[src/rtl/des_sbox_pkg.sv]
// des_sbox_pkg: FIPS 46-3 S-box and P tables, engine FSM states and lookup helper.
package des_sbox_pkg;
    typedef logic [5:0] sbox_addr_t;
    typedef logic [3:0] sbox_nib_t;
    typedef enum logic [1:0] {IDLE, RUN, DONE} state_t;
    // Each box holds its four rows back to back: entry = row*16 + col, leftmost hex digit is entry 0.
    localparam logic [0:7][0:63][3:0] SBOX = '{
        {64'hE4D12FB83A6C5907, 64'h0F74E2D1A6CB9538, 64'h41E8D62BFC973A50, 64'hFC8249175B3EA06D},
        {64'hF18E6B34972DC05A, 64'h3D47F28EC01A69B5, 64'h0E7BA4D158C6932F, 64'hD8A13F42B67C05E9},
        {64'hA09E63F51DC7B428, 64'hD709346A285ECBF1, 64'hD6498F30B12C5AE7, 64'h1AD069874FE3B52C},
        {64'h7DE3069A1285BC4F, 64'hD8B56F03472C1AE9, 64'hA690CB7DF13E5284, 64'h3F06A1D8945BC72E},
        {64'h2C417AB6853FD0E9, 64'hEB2C47D150FA3986, 64'h421BAD78F9C5630E, 64'hB8C71E2D6F09A453},
        {64'hC1AF92680D34E75B, 64'hAF427C9561DE0B38, 64'h9EF528C3704A1DB6, 64'h432C95FABE17608D},
        {64'h4B2EF08D3C975A61, 64'hD0B7491AE35C2F86, 64'h14BDC37EAF680592, 64'h6BD814A7950FE23C},
        {64'hD2846FB1A93E50C7, 64'h1FD8A374C56B0E92, 64'h7B419CE206ADF358, 64'h21E74A8DFC90356B}
    };
    localparam int P_TABLE [0:31] = '{
        16, 7, 20, 21, 29, 12, 28, 17, 1, 15, 23, 26, 5, 18, 31, 10,
        2, 8, 24, 14, 32, 27, 3, 9, 19, 13, 30, 6, 22, 11, 4, 25
    };
    function automatic sbox_nib_t sbox_lookup(input logic [2:0] idx, input sbox_addr_t addr);
        return SBOX[idx][{addr[5], addr[0], addr[4:1]}];
    endfunction
endpackage

[src/rtl/des_sbox_lut.sv]
// des_sbox_lut: combinational single S-box lookup, box index and 6-bit address to nibble.
import des_sbox_pkg::*;
module des_sbox_lut (
    input  logic [2:0] idx,
    input  sbox_addr_t addr,
    output sbox_nib_t  nib
);
    assign nib = sbox_lookup(idx, addr);
endmodule

[src/rtl/des_sbox_engine.sv]
// des_sbox_engine: time-multiplexed DES S1..S8 substitution, LANES boxes per clock, valid/ready on both sides.
// Define DES_SBOX_P_PERM_EN to register P(S1..S8) on dout instead of the raw concatenation.
import des_sbox_pkg::*;
module des_sbox_engine #(
    parameter int LANES = 8,
    parameter int TAG_W = 4
) (
    input  logic             clk,
    input  logic             rst,
    input  logic             in_valid,
    output logic             in_ready,
    input  logic [47:0]      din,
    input  logic [TAG_W-1:0] in_tag,
    output logic             out_valid,
    input  logic             out_ready,
    output logic [31:0]      dout,
    output logic [TAG_W-1:0] out_tag,
    output logic             busy
);
    localparam int NGRP = 8 / LANES;
    localparam int GW   = 4 * LANES;
    localparam int CW   = NGRP > 1 ? $clog2(NGRP) : 1;
    if (LANES != 1 && LANES != 2 && LANES != 4 && LANES != 8) begin : g_bad_lanes
        $error("des_sbox_engine: LANES must be 1, 2, 4 or 8");
    end
    state_t           state, state_nx;
    logic [CW-1:0]    grp_cnt;
    logic [47:0]      din_q;
    logic [TAG_W-1:0] tag_q;
    logic [31:0]      result, acc, load;
    logic [GW-1:0]    nibs;
    logic             last;
    assign last = grp_cnt == CW'(NGRP - 1);
    for (genvar j = 0; j < LANES; j++) begin : g_lane
        logic [2:0] box;
        assign box = 3'(int'(grp_cnt) * LANES + j);
        des_sbox_lut u_lut (
            .idx (box),
            .addr(6'(din_q >> (6 * (7 - int'(box))))),
            .nib (nibs[GW-1-4*j -: 4])
        );
    end
    // Result is cleared on accept, so each group only has to OR its nibbles into place.
    assign acc = result | ((32'(nibs) << (32 - GW)) >> (GW * int'(grp_cnt)));
`ifdef DES_SBOX_P_PERM_EN
    for (genvar i = 0; i < 32; i++) begin : g_perm
        assign load[31-i] = acc[32-P_TABLE[i]];
    end
`else
    assign load = acc;
`endif
    always_comb begin
        state_nx = state;
        unique case (state)
            IDLE:    state_nx = in_valid ? RUN : IDLE;
            RUN:     state_nx = last ? DONE : RUN;
            DONE:    state_nx = out_ready ? IDLE : DONE;
            default: state_nx = IDLE;
        endcase
    end
    always_ff @(posedge clk) begin
        if (rst) begin
            state   <= IDLE;
            grp_cnt <= '0;
            din_q   <= '0;
            tag_q   <= '0;
            result  <= '0;
            dout    <= '0;
        end else begin
            state <= state_nx;
            if (in_valid && state == IDLE) begin
                din_q   <= din;
                tag_q   <= in_tag;
                grp_cnt <= '0;
                result  <= '0;
            end
            if (state == RUN) begin
                result  <= acc;
                grp_cnt <= last ? '0 : grp_cnt + 1'b1;
                if (last) dout <= load;
            end
        end
    end
    assign in_ready  = state == IDLE;
    assign out_valid = state == DONE;
    assign busy      = state != IDLE;
    assign out_tag   = tag_q;
endmodule

[config.mk]
export PLATFORM = sky130hd
export DESIGN_NAME = des_sbox_engine
export DESIGN_NICKNAME = d
export VERILOG_FILES = /design/src/rtl/des_sbox_pkg.sv /design/src/rtl/des_sbox_lut.sv /design/src/rtl/des_sbox_engine.sv
export SDC_FILE = /design/constraint.sdc
export NUM_CORES = 1
export LEC_CHECK = 0
export ABC_AREA = 1
export CAP_MARGIN = 30
export CORE_MARGIN = 2
export CORE_UTILIZATION = 37
export CTS_CLUSTER_SIZE = 24
export DETAILED_ROUTE_END_ITERATION = 16
export PLACE_DENSITY_LB_ADDON = 0.08
export SYNTH_ARGS = -nofsm -noshare
export SYNTH_HDL_FRONTEND = slang
export SYNTH_SLANG_ARGS = --single-unit
[constraint.sdc]
create_clock -name clk -period 4.79 [get_ports clk]
set_input_delay 0.958 -clock clk [delete_from_list [all_inputs] [get_ports clk]]
set_output_delay 0.958 -clock clk [all_outputs]
set_load 0.05 [all_outputs]
==> results.md, run 1 <==
Worst setup path:
- The type of the setup path with the least slack is reg2out.
- The critical path goes through nor2_2 -> clkdlybuf4s50_1.
- The sort of element at the end of the critical path is an output pin.
- The top fanout value on the critical path is 3.
- The required time at the worst-slack endpoint is 3830 ps.
- For this design, the slowest cell found on the critical path is sky130_fd_sc_hd__clkdlybuf4s50_1.
- The worst setup path is launched from a register.
- The arrival time at the worst endpoint is 1860 ps.
- The largest stage delay on the critical path is approximately 860 ps.

Synthesis:
- In the synthesized netlist, the number of instances is 1347.
- The netlist area before placement is 0.00844 mm^2.
- The synthesized design devotes to its leading area cell type between 20% and 30% of total area.
- Yosys printed 0 warnings.
- When the netlist entered floorplanning its net count stood at 1465.
- The average cell area after synthesis is roughly 6.3 um^2.
- Yosys attributes the largest share of cell area to sky130_fd_sc_hd__dfxtp_1 28%, sky130_fd_sc_hd__nand2_1 21%, sky130_fd_sc_hd__nand3_1 15%.
- The count of state elements after synthesis is 118.
- The sequential element share of the synthesized area is 28.0%.
- The largest total area in the synthesized netlist belongs to sky130_fd_sc_hd__dfxtp_1.
- After synthesis, the netlist uses 25 different library cells.

Timing:
- The clock arrives with approximately 11 ps of skew.
- The hold violation count in the final report is 0.
- After layout, the minimum clock period comes to 2820 ps.
- The number of endpoints failing setup at the final stage is 0.
- The hold slack is between 400 and 500 ps.
- The final sum of negative setup slack is 0 ps.
- Setup repair after global routing left no endpoint under its margin.
- The worst-margin pin slew is between 900 and 1000 ps.
- The worst slew margin relative to its limit is 35.0%.
- The count of final max-slew check failures was 0.
- The final critical-path setup slack is 1970 ps.
- The fmax is approximately 350 MHz.
- Of the available clock period, the critical path in the final layout requires 58.9%.

Finish:
- Once layout is complete, the cells apart from fillers number between 1500 and 2000.
- The share of final-layout standard cells stronger than drive strength 1 is just over 4%.
- Counting the fill cells in the layout gives approximately 2400.
- The finished layout cell area is slightly below 0.01 mm^2.
- The area added between synthesis and finish is 17.3%.
- In the layout the commonest cells are 479 x sky130_fd_sc_hd__nand2_1, 250 x sky130_fd_sc_hd__nand3_1, 118 x sky130_fd_sc_hd__dfxtp_1.
- The number of nets in the layout is 1511.
- The combined area of the multi-input logic cells is between 0.005 and 0.006 mm^2.
- Leaving out fill and tap cells, the most frequent cell in the layout is sky130_fd_sc_hd__nand2_1.
- Summing all flip-flop and latch instances after layout gives ~0.0024 mm^2.
- The antenna cell count is 0.

Floorplanning:
- The die extent in y is about 150 um.
- During I/O placement, the number of pins put on the boundary was between 90 and 100.
- The initial utilization of the core area, before any placement, comes to between 30% and 40%.
- The die is between 150 and 200 um wide.
- After floorplanning, the core was divided into 55 placement rows.
- The area inside the core boundary is 0.0225 mm^2.
- The area of the die is roughly 0.024 mm^2.

Global routing:
- The first global-routing pass estimated ~39000 um of wire.
- For this run the aggregate overflow at the end of global routing stands at 0.
- Global routing consumed, over all layers together, 19.4% of the routing resources.
- Entering global routing, the biggest net connects just under 90 pins.
- The number of antenna violations at the first check in global routing is 0.
- The via count of the first global-routing pass was between 8000 and 9000.

CTS:
- The post-cts repair resize count is 0.
- The buffer levels on the longest clock path is 2.
- The number of clock buffers added by TritonCTS is 17.
- Buffers inserted to repair hold after CTS numbered 0.
- Clock tree synthesis selected as its root buffer the cell sky130_fd_sc_hd__clkbuf_16.
- The number of H-tree levels is 4.
- For the worst-skew pair, the clock arrives at the later sink with an insertion delay of slightly above 400 ps.
- The CTS clock-pin slew for the worst setup and hold paths is around 50 ps.
- TritonCTS built the clock tree.
- In this run the post-CTS setup repair buffer count came out at 0.
- The count of clock tree sinks is ~120.

Pwr:
- The static power due to leakage is between 0.004 and 0.005 uW.
- Power spread over the standard cell area amounts to 339 mW/mm^2.
- The maximum vdd drop is between 0.00015 and 0.0002 V.

Detailed routing:
- In this run the remaining antenna-violating nets after routing total 0.
- After detailed routing, the number of remaining DRC violations is 0.
- The wire length per cell after detailed routing is between 10 and 15 um.
- Using the TritonRoute via totals, the vias-per-cell ratio works out to approximately 5.1.
- After the first detailed-routing iteration, the DRC count stood at approximately 500.
- After detailed routing, the total wire length is 23000 um.
- The number of search-and-repair iterations in the first detailed-routing pass is 5.
- The via count is approximately 8700.

Place:
- The number of cells after detailed placement is around 1700.
- The placed instances occupy a cell area of between 0.009 and 0.01 mm^2.
- The HPWL after detailed placement is 15800 um.
- The number of input and output port buffers inserted is 94.
- The worst setup slack after placement is 1870 ps.
- The weighted congestion at the end of routability-driven global placement is about 0.84.

Min path:
- The type of the tightest min-delay check is reg2reg.

Run:
- Max-cap violations in this run came to 0.

Outcome:
- The run finished with clean final reports.
==> critical path: cells and delay by family (launching register included) <==
kind          cells  cell delay [ps]
buf+inv           1              860
flops             1              320
simple gates      1              270
==> cell families (layout without fill, tap and decap cells) <==
family	Yosys count	after routing	synth area share, %
adder cells (fa/ha/maj)	62	62	9.20
XOR/XNOR	1	1	0.104
buffers and inverters	180	238	9.80
flip-flops	118	118	28.0
AND/OR/NAND/NOR	826	826	41.9
AO/OA/AOI/OAI	160	160	11.0
==> report_power, final <==
| part | leakage (uW) | switching [uW] | internal [uW] | total, uW |
|---|---|---|---|---|
| clock network | 0.000259 | 457 | 735 | 1190 |
| logic | 0.00312 | 614 | 364 | 979 |
| registers | 0.000968 | 126 | 1060 | 1190 |
| total | 0.00435 | 1200 | 2160 | 3360 |
==> synthesized netlist by cell type, drive strengths merged <==
library cell / instances
a211oi: 48
a21oi: 89
buf: 49
clkbuf: 23
clkinv: 1
dfxtp: 118
ha: 62
inv: 107
nand2: 485
nand3: 251
nand3b: 17
nand4: 8
nor2: 62
o211ai: 2
o21ai: 21
or2: 3
xor2: 1
==> sequential cells by signal (all words and copies together) (netlist names) <==
register  count
din_q        48
dout         32
result       32
out_tag       4
state         2
==> metal layers <==
metal  wire length, um  track usage (%)
met2             10500             32.0
met1             11400             26.0
met3               912             3.62
met4               257             5.60
met5                 0                0
==> layout make-up <==
class	instances	share of cell area (%)
Multi-Input combinational cell	1049	53.1
Sequential cell	118	23.9
Timing Repair Buffer	99	9.86
Clock buffer	23	4.73
Inverter	108	4.10
Tap cell	285	3.60
Clock inverter	8	0.771
==> stage by stage <==
step	power [uW]	util [%]
after floorplan	1940	-
after global placement	2190	41.6
after detailed placement	2180	41.6
after CTS	3400	44.0
after global routing	3590	44.0
final	3360	44.0
==> worst paths after layout <==
check / end / startpoint / slack, ps / cells after the start
setup / recovery: in_ready / state[0] / 1970 / 2
hold / removal: result[10] / result[10] / 460 / 2
setup reg to reg: dout[15] / din_q[19] / 2570 / 10
hold reg to reg: result[10] / result[10] / 460 / 2
Note: power is estimated with default switching activity, not from simulation.
==> run 2: changes to the inputs <==
clock period = 2.45 ns   (was 4.79 ns; I/O delays follow)
==> run 2 against run 1 <==
Compared with the run above:
- first-iteration DRC count fell by 14%
- combinational power grew 100%
- global-route usage shrank 0.36 points
- utilization grew 1.1 points
- clock skew increased by 1.7 ps
- clock power grew 120%
- flip-flop and latch count stayed put
- critical path depth stayed put
- design area increased by 2.6%
- wire length shrank 1.8%
- worst hold slack worse by 0.60 ps
- critical path type unchanged
- largest cell class unchanged
==> results.md, run 2 (synthesis gave the netlist of run 1 again) <==
Detailed routing:
- The via count is roughly 8600.
- In the final routing, the length of wire on met1 measures ~11000 um.
- The routed design uses between 900 and 1000 um of met3 wire.
- The highest routing layer actually used is met4.
- The detailed router finished its first iteration with between 400 and 500 violations.
- The pre-antenna-repair detailed-routing pass consisted of 5 iterations.
- For this run, design rule violations remaining after detail routing come to 0.
- The wire length per cell after detailed routing is 13.3 um.
- The met2 wire length is between 10000 and 15000 um.
- The number of routed nets with antenna violations is 0.
- After detailed routing, the number of vias per cell comes to between 5 and 6.
- Wires add up to between 20000 and 25000 um.

Worst setup path:
- For this design, the slowest cell found on the critical path is sky130_fd_sc_hd__clkdlybuf4s50_1.
- The arrival time at the worst endpoint is 1830 ps.
- The kind of cell with the highest combined delay along the critical path is buffers and inverters.
- In this run the worst path has a maximum fanout of 3.
- Counting both buffers and inverters, the worst setup path holds a total of 1.
- Data on the critical path is required at its endpoint by 1960 ps.
- The critical path goes through nor2_2 -> clkdlybuf4s50_1.
- The sort of element at the end of the critical path is an output pin.
- The type of the setup path with the least slack is reg2out.
- For this run, the slowest stage of the critical path takes ~850 ps.
- The register-to-register setup slack is 440 ps.
- STA classifies the critical path startpoint as a register.

CTS:
- The cell at the root of the clock tree is sky130_fd_sc_hd__clkbuf_16.
- Once the clock tree was built, the setup fixing pass inserted 0 buffers.
- TritonCTS built the clock tree.
- The post-cts repair resize count is 1.
- The clock insertion delay at the later pin of the skew report is ~420 ps.
- The hold-fix buffer count after cts is 0.
- Counting along the longest clock path gives a buffer depth of 2.
- The count of clock tree sinks is around 120.
- After clock tree synthesis, the clock-pin slew on the worst setup and hold paths is around 50 ps.
- The number of H-tree levels is 4.
- The number of CTS-inserted buffers is 17.

Timing:
- For the final database, setup skew stands at 12.3 ps.
- The worst path uses around 95% of the clock period.
- The time the final worst path needs with I/O delays and setup is 2320 ps.
- Setup violations remaining at the end of the flow were counted as 0.
- The worst-margin pin slew is about 540 ps.
- The hold violation count in the final report was 0.
- Summed over all failing endpoints, the final setup total negative slack is 0 ps.
- Setup repair after global routing left no endpoint under its margin.
- Based on the critical path, the design can be clocked at up to approximately 430 MHz.
- Setup slack on the critical path of the routed design comes to 134 ps.
- The count of final max-slew check failures is 0.
- In this run the tightest slew margin relative to its limit is between 60% and 70%.

Finish:
- At the end of the flow, the number of nets in the layout was ~1500.
- The largest registers in the layout are din_q x48, dout x32, result x32.
- Cells fill approximately 45% of the core in the end.
- din_q holds more flip-flops than any other register.
- The flip-flop count of the largest register, all copies and words added is 48.
- Of the cells placed in the final design, the portion with a size suffix greater than 1 is around 5.4%.
- The area added between synthesis and finish is 20.3%.
- Leaving out fill and tap cells, the most frequent cells in the layout are 479 x sky130_fd_sc_hd__nand2_1, 250 x sky130_fd_sc_hd__nand3_1, 118 x sky130_fd_sc_hd__dfxtp_1.
- The library cell used most frequently in the layout, excluding fill and tap cells, is sky130_fd_sc_hd__nand2_1.
- The number of antenna diodes in the final layout is 0.
- The finished layout cell area is between 0.01 and 0.015 mm^2.

Min path:
- The type of the tightest min-delay check is reg2reg.

Place:
- The area of placed instances is approximately 0.0095 mm^2.
- The number of input and output port buffers inserted is between 90 and 100.
- Detailed placement ended at an HPWL of around 16000 um.
- Routability-driven placement finished with a final weighted congestion of just over 0.9.
- The worst setup slack after placement is between 400 and 500 ps.

Global routing:
- The global routing usage summed across all routing layers is a little under a fifth.
- The via count of the first global-routing pass was between 7000 and 8000.
- Entering global routing, the biggest net connects 76 pins.
- The first-pass GRT wire length is ~38000 um.
- For this run the aggregate overflow at the end of global routing stands at 0.
- The number of antenna violations at the first check in global routing is 0.

Floorplanning:
- The die covers 0.0240 mm^2.
- The number of rows created at floorplan is 55.
- The area inside the core boundary is 0.0225 mm^2.
- The count of pins on the block boundary is 95.
- For this configuration, the core starts out at a cell density of 37.5%.
- The die is 155 um tall.
- From left edge to right edge, the die measures around 150 um.

Pwr:
- VDD sags by at most roughly 0.00030 V.
- The analysis attributes to cell leakage a power of approximately 0.0045 uW.
- The total power density per cell area is between 600 and 700 mW/mm^2.
- Total power for the finished layout comes to between 6000 and 7000 uW.

Run:
- Max-cap violations in this run came to 0.

Outcome:
- The run finished with clean final reports.
## run 2: cell count changes in the layout (fill, tap and decap cells not counted), sizes merged
cell           previous run  this run
clkbuf                   23        24
buf                       6        22
dlygate4sd2               0         1
bufinv                    1         3
clkinv                    5         4
clkinvlp                  3         1
clkdlybuf4s50            93        92
## run 2: cell type report
| cell class | count | area, um^2 |
|---|---|---|
| Sequential cell | 118 | 2360 |
| Fill cell | 2416 | 12400 |
| Clock inverter | 7 | 116 |
| Tap cell | 285 | 357 |
| Timing Repair Buffer | 115 | 1140 |
| Multi-Input combinational cell | 1049 | 5250 |
| Inverter | 108 | 405 |
| Clock buffer | 24 | 512 |
## run 2: report_power, final
part | internal [uW] | total (uW) | switching [uW]
sequential | 2080 | 2280 | 207
clock | 1750 | 2660 | 900
combinational | 751 | 1980 | 1230
total | 4580 | 6920 | 2340
## run 2: final timing paths
| check | startpoint | end | cells past startpoint |
|---|---|---|---|
| worst max-delay path | state[0] | in_ready | 2 |
| worst min-delay path | result[5] | result[5] | 2 |
| worst max register to register | din_q[13] | dout[9] | 13 |
| worst min register to register | result[5] | result[5] | 2 |
## run 2: per-layer routing
layer  global-route usage, %  vias up
met5                       0        -
met4                    4.72        0
met3                    3.57       17
met2                    30.8      179
met1                    26.3     3896
li1                        -     4545
## run 2: worst register-to-register path: cells and delay by family, from the launching register on
kind	cells	cell delay (ps)
fa+ha+maj	1	380
buf+inv	2	350
simple gates	9	590
compound gates	1	130
flops	1	510
## run 2: metrics by stage
stage,hold WS (ps),cells
floorplan,439,1347
global placement,448,1675
detailed placement,454,1675
CTS,462,1706
global route,473,1706
finish,458,1706
==> run 3: changes to the inputs <==
CTS_CLUSTER_DIAMETER = 50   (was not set)
clock period = 2.53 ns   (was 2.45 ns; I/O delays follow)
==> run 3 against run 2 <==
Compared with the run above:
- non-clock buffer count stayed put
- total power decreased by 4.4%
- via count is 0.97% higher
- global-route usage increased by 0.46 points
- combinational power down 3%
- register-to-register slack improved by 70 ps
- count of clock-buffer cells in the layout is 4 lower
- utilization down 0.12 points
- critical path depth is the same
- worst hold slack improved by 1.3 ps
- die area unchanged
- setup slack got worse by 16 ps
- critical endpoint unchanged
==> results.md, run 3 (synthesis gave the netlist of run 1 again) <==
Timing:
- Setup repair after global routing left no endpoint under its margin.
- The post-route clock period utilization is 95.3%.
- The number of endpoints failing setup at the final stage is 0.
- The worst path in the final design needs a cycle of approximately 2400 ps, including I/O delays and setup.
- The count of final max-slew check failures is 0.
- The worst slew margin relative to its limit is between 60% and 70%.
- At the pin with the least slew margin, the transition time is approximately 540 ps.
- The final critical-path setup slack is approximately 120 ps.
- Between clock sinks in the finished design, the worst skew comes to 12.1 ps.
- The hold slack is ~460 ps.
- The final sum of negative setup slack is 0 ps.
- The fmax is ~410 MHz.
- The hold violation count in the final report is 0.

Detailed routing:
- The count of nets left with antenna violations once routing finished came out at 0.
- The mean number of vias per cell is between 5 and 6.
- The post-detailed-route DRC marker count is 0.
- In the final routed layout, each cell accounts on average for between 10 and 15 um.
- The first detailed-routing pass took 5 iterations.
- The final layout contains routed wiring with a total length of approximately 23000 um.
- After the first detailed-routing iteration, the DRC count stood at about 420.
- The via count is approximately 8700.

Pwr:
- The maximum vdd drop is ~0.00028 V.
- The static power due to leakage is around 0.0045 uW.
- Dividing total power by cell area gives a power density of between 600 and 700 mW/mm^2.

Worst setup path:
- For flop-to-flop paths, the worst setup slack is between 500 and 600 ps.
- The critical path in this run is classified as reg2out.
- The required time at the worst-slack endpoint is 2020 ps.
- The worst setup path is captured at an output pin.
- The top fanout value on the critical path is 3.
- The capture instance of the worst register-to-register path is dout[10].
- The worst setup path is launched from a register.
- The worst register-to-register path begins at din_q[13].
- Tracing the worst setup path back leads to its startpoint at state[0].
- Walking the worst path, the cells encountered are nor2_2 -> clkdlybuf4s50_1.
- Counting cells, the worst reg-to-reg path comes to 11.
- In this design, the stage delay of the slowest critical-path cell is between 800 and 900 ps.
- The standard cell with the maximum stage delay on the critical path is sky130_fd_sc_hd__clkdlybuf4s50_1.
- Data on the critical path arrives at its endpoint at between 1500 and 2000 ps.

Finish:
- The antenna cell count is 0.
- More flip-flops sit in one register than any other, and that register is din_q.
- The largest registers in the layout are din_q x48, dout x32, result x32.
- In the layout the commonest cells are 479 x sky130_fd_sc_hd__nand2_1, 250 x sky130_fd_sc_hd__nand3_1, 118 x sky130_fd_sc_hd__dfxtp_1.
- The final layout contains 1527 nets.
- The flip-flop count of the largest register, all copies and words added is 48.
- The library cell used most frequently in the layout, excluding fill and tap cells, is sky130_fd_sc_hd__nand2_1.
- The area added between synthesis and finish is 20.0%.
- The share of final-layout standard cells stronger than drive strength 1 is under 10%.

CTS:
- The cell at the root of the clock tree is sky130_fd_sc_hd__clkbuf_16.
- Counting every sink on the clock net gives approximately 120.
- The post-CTS setup buffer count is 0.
- The number of CTS-inserted buffers is 17.
- TritonCTS built the clock tree.
- The clock passes through at most 2 buffers.
- The hold-fix buffer count after cts is 0.
- In this run the number of H-tree levels came out at 4.
- The later pin in the worst-skew pair is clocked with a latency of 420 ps.
- After clock tree synthesis, the clock-pin slew on the worst setup and hold paths is 60 ps.
- The number of gates resized after CTS was 0.

Global routing:
- For this run the aggregate overflow at the end of global routing stands at 0.
- The pin count of the biggest net entering global routing is 44.
- The via count of the first global-routing pass is about 8000.
- The first-pass GRT wire length is roughly 39000 um.
- The number of antenna violations at the first check in global routing came to 0.
- The global routing usage summed across all routing layers is about a fifth.

Floorplanning:
- The region available for standard cell placement spans about 0.023 mm^2.
- The count of pins on the block boundary is 95.
- From left edge to right edge, the die measures around 150 um.
- The initial cell density of the core is between 30% and 40%.
- The die is 155 um tall.
- The area of the die is between 0.02 and 0.025 mm^2.
- In this run the core area contains 55 standard-cell rows.

Min path:
- For hold timing, the worst endpoint is result[31].
- The launch instance of the worst min-delay path is result[31].
- The worst hold path passes through 2 cells.
- The type of the tightest min-delay check is reg2reg.

Place:
- After legalization and detailed placement, the total HPWL measured approximately 16000 um.
- Timing analysis after detailed placement gives a worst setup slack of roughly 500 ps.
- The congestion estimate from routability-driven global placement came to 0.904.
- The number of input and output port buffers inserted is 94.

Outcome:
- The flow ran to the end, and the final reports show no timing, DRC or antenna violations.

Run:
- Across the run, the number of max-cap violations was 0.
==> run 3: cell types whose count changed in the layout (fill, tap and decap cells not counted) <==
cell | before | now
sky130_fd_sc_hd__clkbuf_8 | 6 | 1
sky130_fd_sc_hd__inv_6 | 0 | 1
sky130_fd_sc_hd__clkinvlp_4 | 1 | 4
sky130_fd_sc_hd__dlygate4sd2_1 | 1 | 0
sky130_fd_sc_hd__clkdlybuf4s50_1 | 92 | 93
sky130_fd_sc_hd__clkbuf_1 | 1 | 2
sky130_fd_sc_hd__clkinv_2 | 2 | 3
==> run 3: worst max path at each step <==
stage	end	cells past startpoint	slack [ps]
finish	in_ready	2	120
CTS	in_ready	2	90
floorplan	dout[15]	10	770
global route	in_ready	2	50
global placement	din_q[31]	5	490
detailed placement	din_q[16]	5	500
==> run 3: layout make-up <==
type / count / area (um^2)
Timing Repair Buffer: 115 / 1150
Clock buffer: 20 / 447
Inverter: 108 / 405
Fill cell: 2348 / 12400
Tap cell: 285 / 357
Multi-Input combinational cell: 1049 / 5250
Sequential cell: 118 / 2360
Clock inverter: 12 / 153
==> run 3: per-layer routing <==
metal | GRT usage [%] | wire length, um | part of all wire [%] | vias up
met3 | 3.73 | 1260 | 5.5 | 33
met2 | 32.0 | 10400 | 45 | 233
met1 | 26.1 | 10900 | 47 | 3908
met4 | 5.91 | 356 | 1.6 | 0
li1 | - | - | - | 4547
met5 | 0 | 0 | 0 | -
==> run 3: per-stage QoR <==
stage / util, % / std cells / power [uW] / instance area [um^2]
after global routing: 45.0 / 1707 / 7060 / 10100
after floorplan: - / 1347 / 3670 / 8440
final: 45.0 / 1707 / 6620 / 10100
after detailed placement: 42.3 / 1675 / 4170 / 9520
after CTS: 45.0 / 1707 / 6680 / 10100
after global placement: 42.3 / 1675 / 4190 / 9520
==> run 3: worst max-delay path: cells and delay by family, from the launching register on <==
family / cells / cell delay, ps
and+or+nand+nor: 1 / 300
DFF: 1 / 320
buffers and inverters: 1 / 870
==> run 3: report_power, final <==
part           switching, uW  internal (uW)
Sequential               202           2010
Clock                    905           1570
Combinational           1200            727
Total                   2310           4310
